### config.mk
export PLATFORM = sky130hd
export DESIGN_NAME = cpu_sequencer
export DESIGN_NICKNAME = d
export VERILOG_FILES = /design/src/rtl/cpu_sequencer.sv
export SDC_FILE = /design/constraint.sdc
export NUM_CORES = 1
export LEC_CHECK = 0
export ABC_AREA = 1
export CAP_MARGIN = 20
export CORE_AREA = 2 2 40 42
export CTS_BUF_LIST = sky130_fd_sc_hd__clkbuf_4
export DETAILED_ROUTE_END_ITERATION = 10
export DIE_AREA = 0 0 42 44
export HOLD_SLACK_MARGIN = 0.08
export SLEW_MARGIN = 20
export SYNTH_ARGS = -nofsm -noshare
export SYNTH_HDL_FRONTEND = slang
export SYNTH_SLANG_ARGS = --single-unit
export TNS_END_PERCENT = 100
### constraint.sdc
create_clock -name clk -period 1.5 [get_ports clk]
set_input_delay 0.225 -clock clk [delete_from_list [all_inputs] [get_ports clk]]
set_output_delay 0.225 -clock clk [all_outputs]
set_load 0.05 [all_outputs]
### src/rtl/cpu_sequencer.sv
// Eight-phase instruction sequencer for the 8-bit accumulator CPU.
// A 3-bit phase counter plus a sticky halt flag; every strobe is decoded combinationally.
module cpu_sequencer #(
    parameter logic [2:0] OPC_HLT = 3'h0,
    parameter logic [2:0] OPC_SKZ = 3'h1,
    parameter logic [2:0] OPC_ADD = 3'h2,
    parameter logic [2:0] OPC_AND = 3'h3,
    parameter logic [2:0] OPC_XOR = 3'h4,
    parameter logic [2:0] OPC_LDA = 3'h5,
    parameter logic [2:0] OPC_STO = 3'h6,
    parameter logic [2:0] OPC_JMP = 3'h7
) (
    input  logic       clk,
    input  logic       rst_n,
    input  logic       en,
    input  logic [2:0] opcode,
    input  logic       zero,
    output logic       sel,
    output logic       rd,
    output logic       ld_ir,
    output logic       inc_pc,
    output logic       ld_pc,
    output logic       ld_ac,
    output logic       data_e,
    output logic       wr,
    output logic       halt,
    output logic [2:0] phase
);

    typedef enum logic [2:0] {
        INST_ADDR  = 3'd0,
        INST_FETCH = 3'd1,
        INST_LOAD  = 3'd2,
        IDLE       = 3'd3,
        OP_ADDR    = 3'd4,
        OP_FETCH   = 3'd5,
        ALU_OP     = 3'd6,
        STORE      = 3'd7
    } phase_t;

    typedef struct packed {
        logic sel;
        logic rd;
        logic ld_ir;
        logic inc_pc;
        logic ld_pc;
        logic ld_ac;
        logic data_e;
        logic wr;
        logic halt;
    } ctl_t;

    phase_t phase_q, phase_d;
    logic   halted_q, halted_d;
    ctl_t   ctl;
    logic   aluop, is_hlt;

    assign aluop  = (opcode == OPC_ADD) || (opcode == OPC_AND) ||
                    (opcode == OPC_XOR) || (opcode == OPC_LDA);
    assign is_hlt = (opcode == OPC_HLT);

    always_ff @(posedge clk or negedge rst_n) begin
        if (!rst_n) begin
            phase_q  <= INST_ADDR;
            halted_q <= 1'b0;
        end else begin
            phase_q  <= phase_d;
            halted_q <= halted_d;
        end
    end

    always_comb begin
        phase_d  = phase_q;
        halted_d = halted_q;
        ctl      = '0;
        // HLT in OP_ADDR freezes the counter there instead of advancing
        if (!halted_q && en) begin
            if (phase_q == OP_ADDR && is_hlt) halted_d = 1'b1;
            else                               phase_d  = phase_t'(phase_q + 3'd1);
        end

        if (halted_q) begin
            ctl.halt = 1'b1;
        end else begin
            case (phase_q)
                INST_ADDR:  ctl.sel = 1'b1;
                INST_FETCH: begin ctl.sel = 1'b1; ctl.rd = 1'b1; end
                INST_LOAD, IDLE: begin
                    ctl.sel   = 1'b1;
                    ctl.rd    = 1'b1;
                    ctl.ld_ir = 1'b1;
                end
                OP_ADDR: begin
                    ctl.inc_pc = !is_hlt;
                    ctl.halt   = is_hlt;
                end
                OP_FETCH: ctl.rd = aluop;
                ALU_OP: begin
                    ctl.rd     = aluop;
                    ctl.inc_pc = (opcode == OPC_SKZ) && zero;
                    ctl.ld_pc  = (opcode == OPC_JMP);
                    ctl.data_e = (opcode == OPC_STO);
                end
                STORE: begin
                    ctl.rd     = aluop;
                    ctl.ld_ac  = aluop;
                    ctl.inc_pc = (opcode == OPC_JMP);
                    ctl.ld_pc  = (opcode == OPC_JMP);
                    ctl.data_e = (opcode == OPC_STO);
                    ctl.wr     = (opcode == OPC_STO);
                end
                default: ctl = '0;
            endcase
        end
    end

    assign sel    = ctl.sel;
    assign rd     = ctl.rd;
    assign ld_ir  = ctl.ld_ir;
    assign inc_pc = ctl.inc_pc;
    assign ld_pc  = ctl.ld_pc;
    assign ld_ac  = ctl.ld_ac;
    assign data_e = ctl.data_e;
    assign wr     = ctl.wr;
    assign halt   = ctl.halt;
    assign phase  = phase_q;

endmodule

---- After elaboration in Yosys (flattened, before gate mapping) ----
Cells that the tools add are included.
word-level totals
  flip-flop bits (word level) ............. 4
operators by class
  add/sub/neg operators ................... 1
  equality and inequality tests ........... 14
  multiplexer cells ....................... 11
  bitwise gates (word level) .............. 1
  reduce and logical (&&, ||, !) cells .... 17
operator list
  operator                                                          count
  3-bit == test (second input constant)                             8
  3-bit by 2-bit == test with 1-bit output (second input constant)  4
  1-bit two-way mux                                                 8
  8-bit two-way mux                                                 1
  3-bit by 1-bit == test with 1-bit output (second input constant)  2
  3-bit zero test                                                   2
  3-bit OR reduction                                                2
  2-bit AND reduction                                               2
  2-bit OR reduction                                                2
  4-bit OR reduction                                                1
  3-bit by 1-bit adder with 3-bit output (second input constant)    1
  1-bit logical AND                                                 3
  1-bit logical OR                                                  3
  1-bit one-hot mux with 3 select lines                             1
  1-bit zero test                                                   2
  1-bit one-hot mux with 2 select lines                             1
  1-bit NOT                                                         1

---- Logic depth before layout (Yosys ltp) ----
  word-level depth ........................ 6
  gate-level depth with buffers ........... 8
  gate-level depth less buffers ........... 8

---- Worst setup path before layout ----
No wires, ideal clock.
  path type ............................... register -> output
  start point ............................. reg phase_q[1], in the netlist phase[1]
  end point ............................... out ld_ac
  arrival ................................. 2.727 ns
  data required time ...................... 1.275 ns
  slack ................................... -1.452 ns
  stages on the path, launching flop included .. 5
  buffers on the path ..................... 0
  cell sequence ........................... dfrtp_1 -> ha_1 -> ha_1 -> inv_1 -> nor4_1
between the ends
  word-level cells in the longest chain between the ends .. 3
RTL lines
  element                 line  RTL
  start, declared         53    phase_t phase_q, phase_d;
  start signal, assigned  67    phase_q <= phase_d;
  3-bit == test           85    case (phase_q)
  1-bit two-way mux       85
  8-bit two-way mux       82    if (halted_q) begin
  end, declared           23    output logic ld_ac,
No other way between the ends.

---- Worst setup path in the final report ----
  start point ............................. reg phase_q[1], in the netlist phase[1]
  end point ............................... out inc_pc
between the ends
  word-level cells in the longest chain between the ends .. 3
  elaborated cells on any way between the ends .. 5
  classes of those cells .................. 3 x eq/ne; 2 x mux
RTL lines
  element                                    line  RTL
  3-bit == test                              85
  1-bit one-hot mux with 3 select lines (*)  85
  8-bit two-way mux (*)                      82
  end, declared                              21    output logic inc_pc,
Mark *: on every way between the ends. The rest lies on a longest branch, timed or not.

==> metrics.txt <==
DR iter-0 viols=1; Worst EP required=around 1.3 ns; CTS sink cnt=4; Reg area=roughly 100 um2; post-synth top area share=21.1%; Post-Syn Nets=85; Fmax achieved=0.577 GHz; GRT Residual Overflow=0; area of the multi-input gates=~500 um2; Worst-Margin Slew=approximately 0.27 ns; routed len/inst=between 10 and 15 um; Ant. Diodes=0; final worst setup slack=-0.232 ns; cell area after synthesis=roughly 470 um2; vias in the first global route=610; post-layout min period=about 1.7 ns; LEAKAGE=about 0.00053 uW; final wirelength=around 1400 um; non-filler cells, final=133; status=complete, but fails checks; Worst-Skew Late Latency=0.23 ns; Final Max Slew Viols=0; worst vdd ir=about 0.5 mV; Synth Area per Inst=roughly 6.6 um2; Starting Density=between 30 and 40%; register area share after synthesis=21.1%; DP Wirelength=roughly 1100 um; CTS buffer count=3; antenna violations before repair=0; largest net degree at the start of global routing=6; Die Area=about 0.0018 mm2; worst hold path class=in -> async; RSZ-0062 raised after global routing=true; Clock Skews=approximately 0.0061 ns; dpl cells=between 100 and 150; Die H=44 um; first-pass GRT wire length=between 2000 and 2500 um; CTS tree=done; Total GRT Usage=17.1%; largest area contributor in the netlist=dfrtp_1; Port-buffer cells=18; row cnt=14; Crit Path Category=reg -> out; Final Core Density=a little over four fifths; Vias per Instance=about 4.5; power per standard cell area=just over 300 mW/mm2; Crit. End Element=output port; main area contributors after synthesis=dfrtp_1 (21%), ha_1 (16%), nand2_1 (16%), inv_1 (11%), nor2_1 (7.1%); Clk pin slew, worst setup/hold paths=0.04 ns; DRC violations left=0; Worst slew margin=between 80% and 90%; Max-Cap Viols=0; RePlAce Congestion=0.751; synth-to-layout area growth=150%; R2R cell count=10; Top-Level Pins=19; share of layout cells above drive strength 1=between 60% and 70%; deepest clock path buffer count=2; Final setup viols=9; Yosys reg bits=4; CP startpoint kind=register; failing checks=setup timing; area of the core=0.00142 mm2; # nets final=131; Die X=around 42 um; H-tree depth=1; CP arrival=between 1.5 and 2 ns; Fill cells=around 80; worst-path maximum fanout=4; Synth Warn #=0; post-route ant nets=0; fin crit share=115%; via count=a little under 600; root buf cell=clkbuf_4; First-pass DRT Iterations=3; Fin. Hold Viols=0; Syn Inst Count=just over 70; Netlist cell types=18
layout make-up:
type	instances	area share [%]
Multi-Input combinational cell	52	41.5
Timing Repair Buffer	42	40.4
Sequential cell	4	8.76
Inverter	15	5.07
Clock buffer	4	2.53
Tap cell	16	1.69
per-stage QoR:
stage	cell area (um2)	power (uW)	hold slack [ns]	setup slack (ns)	setup TNS, ns
floorplan	616	149	-0.0706	-0.224	-1.11
global placement	1080	200	0.437	-0.183	-0.741
detailed placement	1080	202	0.439	-0.230	-1.02
CTS	1160	371	0.188	-0.251	-1.81
global route	1180	381	0.213	-0.279	-2.15
finish	1180	364	0.191	-0.232	-1.68
report_power, final:
part,switching [uW],internal (uW)
registers,3.12,110
logic,46.2,45.3
clock network,41.6,118
routing by layer:
layer  wire [um]  global-route usage (%)
met4           0                    7.74
met3          27                    2.50
met1         528                    18.6
met5           0                       0
met2         819                    32.5
cells in the final DEF, fill, tap and decap left out, drive strengths merged:
cell type | netlist | routed
nand2 | 21 | 21
inv | 14 | 14
a21oi | 3 | 3
clkbuf | 0 | 4
dfrtp | 4 | 4
nand3 | 4 | 4
nand4 | 1 | 1
nor2 | 11 | 11
clkdlybuf4s50 | 0 | 6
nor3 | 2 | 2
buf | 1 | 36
o21ai | 3 | 3
clkinv | 1 | 1
ha | 6 | 6
nor4 | 1 | 1
flip-flops by register name, summed over array words and instances (netlist names):
| signal | flops |
|---|---|
| halted_q | 1 |
| phase | 3 |
path summary, 6_finish.rpt:
path | from | slack [ns] | end
setup / recovery | phase[1] | -0.23 | inc_pc
hold / removal | rst_n | 0.19 | phase[1]
setup reg to reg | phase[1] | 0.10 | phase[2]
hold reg to reg | phase[0] | 0.55 | phase[0]
max in group asynchronous | rst_n | 1.13 | phase[0]
min in group clk | phase[0] | 0.55 | phase[0]
Yosys cell counts, drive strengths merged:
library cell,instances
ha,6
o21ai,3
nor4,1
clkinv,1
dfrtp,4
nor2,11
nand3,4
nand4,1
buf,1
a21oi,3
nand2,21
inv,14
nor3,2
critical path: stages, from the launching register on:
cell	delay, ns
dfrtp_2	0.43
ha_4	0.19
ha_4	0.18
nand4_1	0.07
nand2_1	0.07
nor2_2	0.14
nor2_4	0.05
buf_12	0.14
kinds of logic after synthesis:
group | after synthesis | share of synthesized area (%)
buf+inv | 16 | 13.2
fa+ha+maj | 6 | 15.8
flops | 4 | 21.1
simple gates | 40 | 42.7
compound gates | 6 | 7.12
repair_timing:
action                                 in CTS  in global routing
gates resized for setup                    12                  7
endpoints found under the hold margin       0                  0
buffers inserted                            3                  0
setup endpoints to repair                   9                 10
pin swaps                                   7                  7
hold buffers                                0                  0
(Power assumes the default switching activity.)
